<file path="src/rtl/sub_borrow_ahead_seq.sv">
// Serial subtractor: one 4-bit slice per cycle with borrow lookahead inside the slice.
// Optional macro SUB_ABS_EN adds a FIX cycle so that diff = |a - b - bin| and neg carries the sign.
module sub_borrow_ahead_seq #(
  parameter int NSLICE = 4
) (
  input  logic                clk,
  input  logic                rst_n,
  input  logic                start,
  input  logic [4*NSLICE-1:0] a,
  input  logic [4*NSLICE-1:0] b,
  input  logic                bin,
  output logic                busy,
  output logic                done,
  output logic [4*NSLICE-1:0] diff,
  output logic                bout,
  output logic                neg,
  output logic                zero
);
  localparam int W  = 4 * NSLICE;
  localparam int CW = $clog2(NSLICE);
  localparam logic [CW-1:0] LAST = CW'(NSLICE - 1);

  typedef enum logic [1:0] {
    IDLE = 2'd0,
    RUN  = 2'd1,
`ifdef SUB_ABS_EN
    FIX  = 2'd2,
`endif
    DONE = 2'd3
  } state_t;

  state_t        state_q;
  logic [CW-1:0] cnt_q;
  logic [W-1:0]  a_q, b_q, res_q, diff_q;
  logic          brw_q, busy_q, done_q, bout_q, zero_q;

  logic [3:0]    g, p, sd;
  logic [4:0]    br;
  logic [W-1:0]  res_d;

  // Operands shift right each cycle, so the active slice is always bits [3:0];
  // result slices enter from the top and are fully aligned after NSLICE cycles.
  always_comb begin
    g     = ~a_q[3:0] & b_q[3:0];
    p     = ~(a_q[3:0] ^ b_q[3:0]);
    br    = '0;
    br[0] = brw_q;
    br[1] = g[0] | (p[0] & br[0]);
    br[2] = g[1] | (p[1] & g[0]) | (p[1] & p[0] & br[0]);
    br[3] = g[2] | (p[2] & g[1]) | (p[2] & p[1] & g[0]) | (p[2] & p[1] & p[0] & br[0]);
    br[4] = g[3] | (p[3] & g[2]) | (p[3] & p[2] & g[1]) | (p[3] & p[2] & p[1] & g[0])
          | (p[3] & p[2] & p[1] & p[0] & br[0]);
    sd    = a_q[3:0] ^ b_q[3:0] ^ br[3:0];
    res_d = {sd, res_q[W-1:4]};
  end

  always_ff @(posedge clk) begin
    if (!rst_n) begin
      state_q <= IDLE;
      cnt_q   <= '0;
      a_q     <= '0;
      b_q     <= '0;
      brw_q   <= 1'b0;
      res_q   <= '0;
      busy_q  <= 1'b0;
      done_q  <= 1'b0;
      diff_q  <= '0;
      bout_q  <= 1'b0;
      zero_q  <= 1'b0;
    end else begin
      case (state_q)
        IDLE: begin
          if (start) begin
            a_q     <= a;
            b_q     <= b;
            brw_q   <= bin;
            cnt_q   <= '0;
            busy_q  <= 1'b1;
            state_q <= RUN;
          end
        end
        RUN: begin
          a_q   <= a_q >> 4;
          b_q   <= b_q >> 4;
          brw_q <= br[4];
          res_q <= res_d;
          cnt_q <= cnt_q + 1'b1;
          if (cnt_q == LAST) begin
`ifdef SUB_ABS_EN
            state_q <= FIX;
`else
            state_q <= DONE;
            done_q  <= 1'b1;
            diff_q  <= res_d;
            bout_q  <= br[4];
            zero_q  <= (res_d == '0);
`endif
          end
        end
`ifdef SUB_ABS_EN
        // Entered regardless of sign to keep latency fixed; zero reflects the raw result.
        FIX: begin
          state_q <= DONE;
          done_q  <= 1'b1;
          diff_q  <= brw_q ? (~res_q + W'(1)) : res_q;
          bout_q  <= brw_q;
          zero_q  <= (res_q == '0);
        end
`endif
        DONE: begin
          done_q  <= 1'b0;
          busy_q  <= 1'b0;
          state_q <= IDLE;
        end
        default: state_q <= IDLE;
      endcase
    end
  end

  assign busy = busy_q;
  assign done = done_q;
  assign diff = diff_q;
  assign bout = bout_q;
  assign neg  = bout_q;
  assign zero = zero_q;
endmodule

</file>
<file path="config.mk">
export PLATFORM = sky130hd
export DESIGN_NAME = sub_borrow_ahead_seq
export DESIGN_NICKNAME = d
export VERILOG_FILES = /design/src/rtl/sub_borrow_ahead_seq.sv
export SDC_FILE = /design/constraint.sdc
export NUM_CORES = 1
export LEC_CHECK = 0
export CAP_MARGIN = 20
export CORE_ASPECT_RATIO = 1.5
export CORE_MARGIN = 3
export CORE_UTILIZATION = 46
export CTS_BUF_LIST = sky130_fd_sc_hd__clkbuf_16
export DETAILED_ROUTE_END_ITERATION = 7
export PLACE_DENSITY = 0.74
export SLEW_MARGIN = 15
export SYNTH_ARGS = -nofsm -noshare
export SYNTH_HDL_FRONTEND = slang
export SYNTH_SLANG_ARGS = --single-unit
</file>
<file path="constraint.sdc">
create_clock -name clk -period 1.47 [get_ports clk]
set_clock_uncertainty 0.05 [all_clocks]
set_input_delay 0.147 -clock clk [delete_from_list [all_inputs] [get_ports clk]]
set_output_delay 0.147 -clock clk [all_outputs]
set_load 0.02 [all_outputs]
</file>
==> implementation parameters <==
Parameter                              Value

STA
  Max Fclk ... 0.632 GHz
  Slew margin rel. ... 80.3%
  Post-route fraction of the period consumed by the critical path ... 108%
  Setup repair after global routing missed its margin ... yes
  Final total negative setup slack ... -0.250 ns
  Final critical delay including setup and external delays ... 1.58 ns
  Measured slew at the worst slew-check pin ... 0.293 ns
  Hold Slack ... 0.339 ns
  Final Worst Setup Slack ... -0.111 ns
  Total count of hold-check failures in the final report ... 0
  Setup violations, final ... 4
  Number of max-slew violations in the final report ... 0

Clock network
  Clock sinks ... 69
  Clock input transition at the sequential cells of the worst setup and hold paths ... 0.06 ns
  Number of CTS-inserted buffers ... 9
  Buffer levels on the longest clock path ... 2
  Insertion delay of the later-clocked pin in the worst-skew pair ... 0.33 ns
  Root cell of the clock tree ... sky130_fd_sc_hd__clkbuf_16
  Hold-fix buffers, CTS ... 0
  TritonCTS clock tree ... built
  H-Tree Depth ... 3

Power and ir drop
  Pint ... 0.00390 W
  Pwr Density ... 1240 nW/um^2
  Static leakage power ... 1.87 nW
  Power after layout ... 0.00520 W
  Switching power share of the total ... 24.9%
  Combinational share of power ... 16.1%
  IR drop worst, VDD ... 0.896 mV
  Switching power ... 0.00130 W
  Clock power frac ... 44.5%
  Fraction of power consumed by sequential logic ... 39.3%

Finish
  Flip-flop and latch area ... 1390 sq um
  Most common cell after layout, fill and taps aside ... sky130_fd_sc_hd__nand2_1
  Cell area after layout ... 4190 sq um
  Share of cells above drive strength 1 ... 17.6%
  Highest-count cells in the layout ignoring fill and taps ... sky130_fd_sc_hd__nand2_1, sky130_fd_sc_hd__dfxtp_1, sky130_fd_sc_hd__nor2_1
  Area occupied by multi-input gates ... 1490 sq um
  Filler cell count ... 482
  Area added between synthesis and finish ... 42.8%
  Count of inserted antenna diode cells ... 0
  Final nets ... 470

Critical path
  Worst-path cell chain ... inv_2, fa_2, nor3_2, nand3_1, nor4_2, a31o_2
  Crit path required time ... 1.70 ns
  Crit path max-delay family ... adder cells
  Buf/Inv on CP ... 1
  Start-to-end type of the worst setup path ... reg -> reg
  Critical path arrival ... 1.81 ns
  Maximum single-stage delay on the critical path ... 0.47 ns
  Crit. End Element ... register
  Slowest stage cell, crit path ... sky130_fd_sc_hd__fa_2
  Worst-path maximum fanout ... 2
  Type of element launching the critical path ... register
  Internal reg-to-reg setup slack ... -0.11 ns

Die
  Row cnt ... 35
  X dimension of the die ... 71.2 um
  Count of pins on the block boundary ... 57
  Die area ... 7400 sq um
  Placeable Area ... 6170 sq um
  Initial Utilization ... 47.5%
  Height of the die ... 104 um

Global route
  Combined global-route utilization of all metal layers ... 20.2%
  Number of global-route vias before repair ... 2,596
  Largest net degree at the start of global routing ... 48
  Wire length of the first global-routing pass ... 11.9 mm
  Congestion Overflow GR ... 0
  Initial antenna violation count ... 0

Detailed routing
  Number of design-rule violations left by the first detailed-router iteration ... 177
  DR vias ... 2,717
  DRC Markers ... 0
  First-pass detailed-route iteration total ... 4
  Residual antenna-violating net count after detailed routing ... 0
  Detailed Route WL ... 7.26 mm
  Vias per inst ... 5.37
  Routed length per placed instance ... 14.3 um

Synthesis
  Synth async-reset ratio ... 0%
  Leading post-synthesis cells by cell area ... sky130_fd_sc_hd__dfxtp_1, sky130_fd_sc_hd__nand2_1, sky130_fd_sc_hd__a311oi_1
  Yosys reg bits ... 69
  Cell variety after synth ... 33
  Area of the mapped netlist ... 2940 sq um
  Synthesized Nets ... 402
  Count of flip-flops with a built-in enable after synthesis ... 0
  Post-synth top area cell ... sky130_fd_sc_hd__dfxtp_1
  Number of instances in the synthesized netlist ... 359
  Most used flip-flop cell after synthesis ... sky130_fd_sc_hd__dfxtp_1
  Mean Syn Cell Area ... 8.18 sq um
  Sequential share of the synthesized area ... 47.1%
  Proportion of netlist area held by the largest area contributor ... 47.1%
  Warnings, synthesis ... 0

Job
  Maximum Capacitance Violations ... 0

Placed design
  Place WS ... -0.206 ns
  Placed standard-cell area ... 3660 sq um
  Dpl hpwl ... 4.75 mm
  Routability Congestion ... 0.797
  Port Buffers ... 56

Run status
  Outcome ... finished with violations
  Violations in the final reports ... setup timing

Hold path
  Classification of the worst-slack hold path ... in -> reg
==> path summary, 6_finish.rpt <==
kind / start / end / depth (start not counted)
setup / recovery: brw_q / zero / 6
hold / removal: b[8] / b_q[8] / 3
setup reg to reg: brw_q / zero / 6
hold reg to reg: diff[0] / diff[0] / 2
==> Yosys cell counts, types with 4 or more instances <==
cell type                   count
sky130_fd_sc_hd__a311oi_1      24
sky130_fd_sc_hd__nor2_1        45
sky130_fd_sc_hd__a2bb2oi_1      6
sky130_fd_sc_hd__clkbuf_1       7
sky130_fd_sc_hd__a211oi_1       6
sky130_fd_sc_hd__ha_1           6
sky130_fd_sc_hd__buf_2         13
sky130_fd_sc_hd__a22oi_1        4
sky130_fd_sc_hd__a21oi_1       33
sky130_fd_sc_hd__nor2b_1        8
sky130_fd_sc_hd__buf_4          6
sky130_fd_sc_hd__nand2_1       95
sky130_fd_sc_hd__dfxtp_1       69
sky130_fd_sc_hd__inv_1          9
==> cells by family (layout without fill, tap and decap cells) <==
family          after synthesis  in the layout  share of synthesized area (%)
compound gates               82             82                           19.9
xor+xnor                      3              3                          0.895
fa+ha+maj                     7              7                           3.24
buf+inv                      37            110                           6.56
flops                        69             69                           47.1
simple gates                161            161                           22.3
==> per-layer routing <==
layer | vias to the layer above | wire length [um] | track usage, %
met1 | 1256 | 2740 | 21.7
met3 | 20 | 272 | 4.17
met5 | - | 0 | 0
met4 | 0 | 244 | 10.9
met2 | 72 | 4010 | 35.9
li1 | 1369 | - | -
==> final cells by class <==
type	instances	area share, %
multi-input combinational	253	35.6
inverter	9	0.865
clock inverter	7	2.36
clock buffer	9	5.37
timing repair buffer	85	20.5
tap	74	2.21
sequential	69	33.1
==> power groups by stage <==
stage                     logic (W)  registers [W]  clock network (W)
after floorplan            0.000403        0.00206                  0
after global placement     0.000661        0.00208                  0
after detailed placement   0.000674        0.00208                  0
after CTS                  0.000796        0.00204            0.00233
after global routing       0.000910        0.00206            0.00241
final                      0.000837        0.00204            0.00231
==> state kept, by name (all words and copies together) (netlist names) <==
name and count:
a_q 16, b_q 16, bout 1, brw_q 1, busy 1, cnt_q 2, diff 16, done 1
res_q 12, state_q 2, zero 1
==> timing repair <==
item | in CTS | in global routing
pin swaps | 16 | 10
resized for setup | 27 | 22
setup endpoints to repair | 17 | 39
setup buffers | 5 | 1
endpoints found under the hold margin | 0 | 0
==> tightest hold or removal path, stage by stage <==
cell and delay (ns):
sky130_fd_sc_hd__clkdlybuf4s50_1 0.39, sky130_fd_sc_hd__nand2_1 0.05, sky130_fd_sc_hd__a311oi_1 0.08
==> per-stage QoR <==
stage / cells / utilization (%)
after floorplan: 359 / -
after detailed placement: 485 / 59.2
after global placement: 485 / 59.2
final: 506 / 67.9
after CTS: 506 / 66.8
after global routing: 506 / 67.9
Note: power is estimated with default switching activity, not from simulation.
